--- config.mk ---
export PLATFORM = sky130hd
export DESIGN_NAME = pipeline_hazard_ctrl
export DESIGN_NICKNAME = d
export VERILOG_FILES = /design/src/rtl/pipeline_hazard_ctrl.sv
export SDC_FILE = /design/constraint.sdc
export NUM_CORES = 1
export LEC_CHECK = 0
export BUFFER_PORTS_ARGS = -buffer_cell sky130_fd_sc_hd__buf_2
export CORE_ASPECT_RATIO = 1.4
export CORE_MARGIN = 5
export CORE_UTILIZATION = 40
export CTS_BUF_LIST = sky130_fd_sc_hd__clkbuf_2
export DETAILED_ROUTE_END_ITERATION = 16
export PLACE_DENSITY = 0.79
export SLEW_MARGIN = 20
export SYNTH_ARGS = -nofsm -noshare
export SYNTH_HDL_FRONTEND = slang
export SYNTH_SLANG_ARGS = --single-unit
--- constraint.sdc ---
create_clock -name CLK -period 2.3 [get_ports CLK]
set_input_delay 0.69 -clock CLK [delete_from_list [all_inputs] [get_ports CLK]]
set_output_delay 0.69 -clock CLK [all_outputs]
set_load 0.01 [all_outputs]
--- src/rtl/pipeline_hazard_ctrl.sv ---
// pipeline_hazard_ctrl: stateful hazard controller for the 5-stage OTTER pipeline.
//   Forwarding selects are combinational. Load-use stalls, redirect flushes and
//   data-memory wait freezes are sequenced by a small FSM with a down-counter.
//   Control outputs are a function of the current state and the current hazard
//   inputs, so a hazard acts in the same cycle it appears.
//
// Ports:
//   CLK, RST                         clock (rising edge), async active-high reset
//   de_rs1/2, de_rs1/2_used          decode-stage sources
//   ex_rs1/2, ex_rs1/2_used          execute-stage sources
//   ex_rd, ex_memread                execute-stage destination / load flag
//   mem_rd, mem_regwrite             memory-stage destination / write flag
//   wb_rd, wb_regwrite               writeback-stage destination / write flag
//   pc_source                        nonzero = taken redirect resolved in execute
//   dmem_req, dmem_ready             data-memory handshake from the memory stage
//   fsel1, fsel2                     forwarding select: 00 regfile, 01 WB, 10 MEM
//   pc_write, if_de_write            PC and IF/DE register enables
//   if_de_flush, de_ex_bubble        IF/DE clear, DE/EX NOP insertion
//   pipe_freeze                      hold EX/MEM and MEM/WB
//   busy                             FSM not in RUN
//
// Optional build macro HAZARD_PERF_CNT_EN adds saturating 32-bit counters:
//   lu_stall_cnt (load-use bubble cycles), flush_cnt (if_de_flush cycles),
//   mem_wait_cnt (cycles spent in MEM_WAIT).

module pipeline_hazard_ctrl #(
    parameter int unsigned REG_AW       = 5,
    parameter int unsigned LU_STALL     = 1,
    parameter int unsigned FLUSH_CYCLES = 2,
    parameter int unsigned CNT_W        = 3
) (
    input  logic              CLK,
    input  logic              RST,
    input  logic [REG_AW-1:0] de_rs1,
    input  logic [REG_AW-1:0] de_rs2,
    input  logic              de_rs1_used,
    input  logic              de_rs2_used,
    input  logic [REG_AW-1:0] ex_rs1,
    input  logic [REG_AW-1:0] ex_rs2,
    input  logic              ex_rs1_used,
    input  logic              ex_rs2_used,
    input  logic [REG_AW-1:0] ex_rd,
    input  logic              ex_memread,
    input  logic [REG_AW-1:0] mem_rd,
    input  logic              mem_regwrite,
    input  logic [REG_AW-1:0] wb_rd,
    input  logic              wb_regwrite,
    input  logic [1:0]        pc_source,
    input  logic              dmem_req,
    input  logic              dmem_ready,
    output logic [1:0]        fsel1,
    output logic [1:0]        fsel2,
    output logic              pc_write,
    output logic              if_de_write,
    output logic              if_de_flush,
    output logic              de_ex_bubble,
    output logic              pipe_freeze,
    output logic              busy
`ifdef HAZARD_PERF_CNT_EN
    ,
    output logic [31:0]       lu_stall_cnt,
    output logic [31:0]       flush_cnt,
    output logic [31:0]       mem_wait_cnt
`endif
);

    localparam logic [CNT_W-1:0] CNT_ONE     = CNT_W'(1);
    localparam logic [CNT_W-1:0] LU_RELOAD   = CNT_W'(LU_STALL - 1);
    localparam logic [CNT_W-1:0] FL_RELOAD   = CNT_W'(FLUSH_CYCLES - 1);

    typedef enum logic [1:0] {
        S_RUN      = 2'd0,
        S_LU_STALL = 2'd1,
        S_FLUSH    = 2'd2,
        S_MEM_WAIT = 2'd3
    } state_t;

    state_t           state;
    logic [CNT_W-1:0] cnt;

    logic lu;
    logic rd;
    logic mw;

    // Select MEM over WB; x0 is never forwarded.
    function automatic logic [1:0] fwd_sel(
        input logic [REG_AW-1:0] rs,
        input logic              used,
        input logic [REG_AW-1:0] m_rd,
        input logic              m_we,
        input logic [REG_AW-1:0] w_rd,
        input logic              w_we
    );
        logic [1:0] sel;
        sel = 2'b00;
        if (used && m_we && (m_rd != '0) && (m_rd == rs)) begin
            sel = 2'b10;
        end else if (used && w_we && (w_rd != '0) && (w_rd == rs)) begin
            sel = 2'b01;
        end
        return sel;
    endfunction

    // Hazard conditions.
    always_comb begin
        lu = ex_memread && (ex_rd != '0) &&
             (((ex_rd == de_rs1) && de_rs1_used) || ((ex_rd == de_rs2) && de_rs2_used));
        rd = (pc_source != 2'b00);
        mw = dmem_req && !dmem_ready;
    end

    // Forwarding selects, forced to regfile while in reset.
    always_comb begin
        fsel1 = 2'b00;
        fsel2 = 2'b00;
        if (!RST) begin
            fsel1 = fwd_sel(ex_rs1, ex_rs1_used, mem_rd, mem_regwrite, wb_rd, wb_regwrite);
            fsel2 = fwd_sel(ex_rs2, ex_rs2_used, mem_rd, mem_regwrite, wb_rd, wb_regwrite);
        end
    end

    // State and down-counter sequencing.
    always_ff @(posedge CLK or posedge RST) begin
        if (RST) begin
            state <= S_RUN;
            cnt   <= '0;
        end else begin
            unique case (state)
                S_RUN: begin
                    if (mw) begin
                        state <= S_MEM_WAIT;
                    end else if (rd) begin
                        if (FLUSH_CYCLES > 1) begin
                            state <= S_FLUSH;
                            cnt   <= FL_RELOAD;
                        end
                    end else if (lu) begin
                        if (LU_STALL > 1) begin
                            state <= S_LU_STALL;
                            cnt   <= LU_RELOAD;
                        end
                    end
                end
                S_LU_STALL: begin
                    // A memory wait cancels the rest of the stall.
                    if (mw) begin
                        state <= S_MEM_WAIT;
                        cnt   <= '0;
                    end else if (cnt == CNT_ONE) begin
                        state <= S_RUN;
                        cnt   <= '0;
                    end else begin
                        cnt <= cnt - CNT_ONE;
                    end
                end
                S_FLUSH: begin
                    // A fresh redirect restarts the flush window.
                    if (rd) begin
                        cnt <= FL_RELOAD;
                    end else if (cnt == CNT_ONE) begin
                        state <= S_RUN;
                        cnt   <= '0;
                    end else begin
                        cnt <= cnt - CNT_ONE;
                    end
                end
                S_MEM_WAIT: begin
                    if (dmem_ready) begin
                        state <= S_RUN;
                    end
                    cnt <= '0;
                end
                default: begin
                    state <= S_RUN;
                    cnt   <= '0;
                end
            endcase
        end
    end

    // Pipeline control outputs for the current state and hazards.
    always_comb begin
        pc_write     = 1'b1;
        if_de_write  = 1'b1;
        if_de_flush  = 1'b0;
        de_ex_bubble = 1'b0;
        pipe_freeze  = 1'b0;
        busy         = 1'b0;
        if (RST) begin
            pc_write     = 1'b0;
            if_de_write  = 1'b0;
            if_de_flush  = 1'b1;
            de_ex_bubble = 1'b1;
        end else begin
            busy = (state != S_RUN);
            unique case (state)
                S_RUN: begin
                    if (mw) begin
                        pipe_freeze = 1'b1;
                        pc_write    = 1'b0;
                        if_de_write = 1'b0;
                    end else if (rd) begin
                        if_de_flush  = 1'b1;
                        de_ex_bubble = 1'b1;
                    end else if (lu) begin
                        pc_write     = 1'b0;
                        if_de_write  = 1'b0;
                        de_ex_bubble = 1'b1;
                    end
                end
                S_LU_STALL: begin
                    pc_write     = 1'b0;
                    if_de_write  = 1'b0;
                    de_ex_bubble = 1'b1;
                end
                S_FLUSH: begin
                    if_de_flush  = 1'b1;
                    de_ex_bubble = 1'b1;
                end
                S_MEM_WAIT: begin
                    // Back end resumes the cycle ready arrives; front end
                    // holds so pending hazards are re-evaluated in RUN.
                    pc_write    = 1'b0;
                    if_de_write = 1'b0;
                    pipe_freeze = !dmem_ready;
                end
                default: begin
                    pc_write    = 1'b0;
                    if_de_write = 1'b0;
                end
            endcase
        end
    end

`ifdef HAZARD_PERF_CNT_EN
    // A bubble without a flush can only come from a load-use stall.
    logic lu_bubble;
    assign lu_bubble = de_ex_bubble && !if_de_flush;

    // Saturating performance counters.
    always_ff @(posedge CLK or posedge RST) begin
        if (RST) begin
            lu_stall_cnt <= '0;
            flush_cnt    <= '0;
            mem_wait_cnt <= '0;
        end else begin
            if (lu_bubble && (lu_stall_cnt != '1)) begin
                lu_stall_cnt <= lu_stall_cnt + 32'd1;
            end
            if (if_de_flush && (flush_cnt != '1)) begin
                flush_cnt <= flush_cnt + 32'd1;
            end
            if ((state == S_MEM_WAIT) && (mem_wait_cnt != '1)) begin
                mem_wait_cnt <= mem_wait_cnt + 32'd1;
            end
        end
    end
`endif

endmodule

==> results.md <==
* Total CTS buffers at 3
* Via density at about 5.5
* Post-synthesis mux area share at 0.01236
* Slowest-stage cell, CP: nor4_2
* Main flop type after synthesis: dfrtp_1
* Final setup violation count at 7
* Simple-gate share of the synthesized area at 0.2610
* Yosys cell types at 36
* Worst Tran Pin Value at 0.3682 ns
* Register bit count reported by yosys at 5
* Max-cap violations at 0
* Vias in the first global route at between 1000 and 1500
* Critical Path Fanout Max at 3
* Adder-Cell Fraction of Synth Area at 0.08242
* Compound-Gate Fraction of Synth Area at 0.1854
* Slowest cell delay on critical path at 0.32 ns
* Die area at between 3000 and 4000 µm²
* DR iter-0 viols at 10
* ANT nets after route at 0
* Top-count cell post-synth: xor2_1
* DRC violations left at 0
* Core Region at approximately 2200 µm²
* Synth Warn # at 0
* CP Capture Type: output pin
* CP Data Required Time at 1.61 ns
* Worst setup SP type: input pin
* Xor/xnor cell area share of the yosys netlist at 0.2885
* Slew Viols, Final at 0
* First-pass GRT wire length at about 5000 µm
* Syn Area/Cell at between 8 and 9 µm²
* Clock slew at reported path FFs at 0.05 ns
* Reg2Reg Depth at 6
* GRT overflow at 0
* Initial Util at 0.4184
* Die Width at 50.33 µm
* Clock root buffer: clkbuf_2
* Critical Path Start: ex_rd[3]
* Gr usage total at 0.1859
* Boundary Pins at 58
* Routed length per instance at approximately 14 µm
* Commonest cells in the netlist: xor2_1 (16), xnor2_1 (14), o21ai_0 (10)
* Critical Path End: if_de_write
* # diodes at 0
* Total wire length at between 2000 and 3000 µm
* PwrDens at between 500 and 600 nW/µm²
* Final clock skew at ~0.00042 ns
* Critical Path, Cell by Cell: buf_6 > xor2_1 > nor4_2 > a32oi_1 > o31a_1 > buf_2
* Post-synthesis sequential area ratio at 0.1374
* Clk buf depth at 2
* Setup TNS at -1.506 ns
* Synth Instances at about 110
* Row count at 20
* Synth area leaders: xor2_1 (15%), dfrtp_1 (14%), xnor2_1 (13%)
* Final worst path period need at 2.545 ns
* Initial antenna violation count at 0
* Unrepaired setup endpoints after global routing: yes
* FMAX at about 400 MHz
* Mapped Area at a little over 900 µm²
* Synth Net Count at between 150 and 200
* EDFF count, synth at 0
* Slew HR at 0.7540
* HP Class: flip-flop to flip-flop
* Layout Area Growth over Synthesis at 63.05%
* FILL cells at between 150 and 200
* Vias at between 1000 and 1500
* R2R Setup Slk at 0.64 ns
* Die Span Y at between 60 and 70 µm
* H-tree levels at 1
* Largest net degree at the start of global routing at 12
* P_leak at between 0.6 and 0.7 nW
* Place WS at -0.3141 ns
* Asr flop ratio synth at 1.000
* Critical path class: input pin to output pin
* GP Congestion at approximately 0.85
* Largest family of logic cells by synthesized area: XOR/XNOR gates
* Final Cycle Share at 1.107
* Clock latency on the worst-skew pair at ~0.21 ns
* Failing checks: setup timing
* Setup WS post-layout at -0.2452 ns
* Cell taking the most area after synthesis: xor2_1
* R2r endpoint: state[1]
* Yosys top cell area share at 0.1538
* Drt first pass iters at 5
* R2R Path Start: state[0]
* # nets final at 250
* Status: finished, violations left
* CTS Sinks at 5
* PortBufs at 57
* Max rail drop VDD at about 0.00024 V
* Fin. Hold Viols at 0
* Share of post-route cells with drive strength above 1 at 0.5077
* CTS tree: built
* CP arrival at ~1.9 ns
* HPWL after detailed placement at 2567 µm
## flip-flops by register name, summed over array words and instances (netlist names)
name and count:
state 2, cnt 3
## stage by stage
| step | power, mW | instances | area (µm²) | util | hold slack, ns |
|---|---|---|---|---|---|
| after detailed placement | 0.6826 | 211 | 1375 | 0.6316 | 0.5235 |
| after global routing | 0.8731 | 217 | 1485 | 0.6822 | 0.5597 |
| after CTS | 0.7748 | 217 | 1455 | 0.6684 | 0.5354 |
| after global placement | 0.6582 | 211 | 1375 | 0.6316 | 0.5112 |
| final | 0.7887 | 217 | 1485 | 0.6822 | 0.5378 |
| after floorplan | 0.4838 | 113 | 915.9 | - | 0.4826 |
## per-layer routing
layer / GRT usage / share of wire
met2: 0.3742 / 0.55
met5: 0 / 0
met4: 0.09265 / 0.028
met3: 0.03803 / 0.11
met1: 0.1664 / 0.31
## logic make-up (layout without fill, tap and decap cells)
logic type | after synthesis | after routing
and+or+nand+nor | 39 | 39
xor gates and xnor gates | 30 | 30
AOI/OAI and AO/OA | 25 | 25
buffers and inverters | 7 | 89
adders and majority gates | 6 | 6
DFF | 5 | 5
muxes | 1 | 1
## cells in the final DEF (no fill, tap or decap), drive strengths merged, types with 2 or more instances in the layout
cell type  count
xor2          16
nand4          2
nor2           5
nor2b          3
a21oi          4
clkbuf         4
nand3          2
inv            5
nor3           6
xnor2         14
o21ai         11
nand2          4
ha             6
or3            2
buf           80
dfrtp          5
nor4           7
or4            4
## layout make-up
| class | count | area, µm² | share of cell area |
|---|---|---|---|
| Multi-Input combinational cell | 101 | 800.8 | 0.5392 |
| Timing Repair Buffer | 80 | 493.0 | 0.3319 |
| Sequential cell | 5 | 125.1 | 0.08425 |
| Tap cell | 22 | 27.53 | 0.01853 |
| Clock buffer | 4 | 20.02 | 0.01348 |
| Inverter | 5 | 18.77 | 0.01264 |
## where the power goes
group | internal (mW) | total [mW] | switching, mW
clock network | 0.0460 | 0.0793 | 0.0333
registers | 0.116 | 0.143 | 0.0273
logic | 0.270 | 0.566 | 0.297
total | 0.432 | 0.789 | 0.357
## worst min path at each step
stage	start	endpoint	cells past startpoint
2_1_floorplan	RST	cnt[0]	1
3_3_place_gp	cnt[2]	cnt[2]	1
3_5_place_dp	cnt[2]	cnt[2]	1
4_1_cts	cnt[2]	cnt[2]	1
5_1_grt	RST	cnt[0]	3
6_report	cnt[2]	cnt[2]	1
## worst max-delay path, delay by kind of cell
kind,cells,cell delay [ns]
compound gates,2,0.45
simple gates,1,0.32
xor+xnor,1,0.16
buf+inv,2,0.24
## timing repair
item / CTS / global route
hold buffers: 0 / 0
endpoints found under the setup margin: 7 / 8
pin swaps: 7 / 3
gates resized for setup: 10 / 5
cloned: 0 / 0
buffers inserted: 2 / 0
Power figures use the tool's default switching activity.
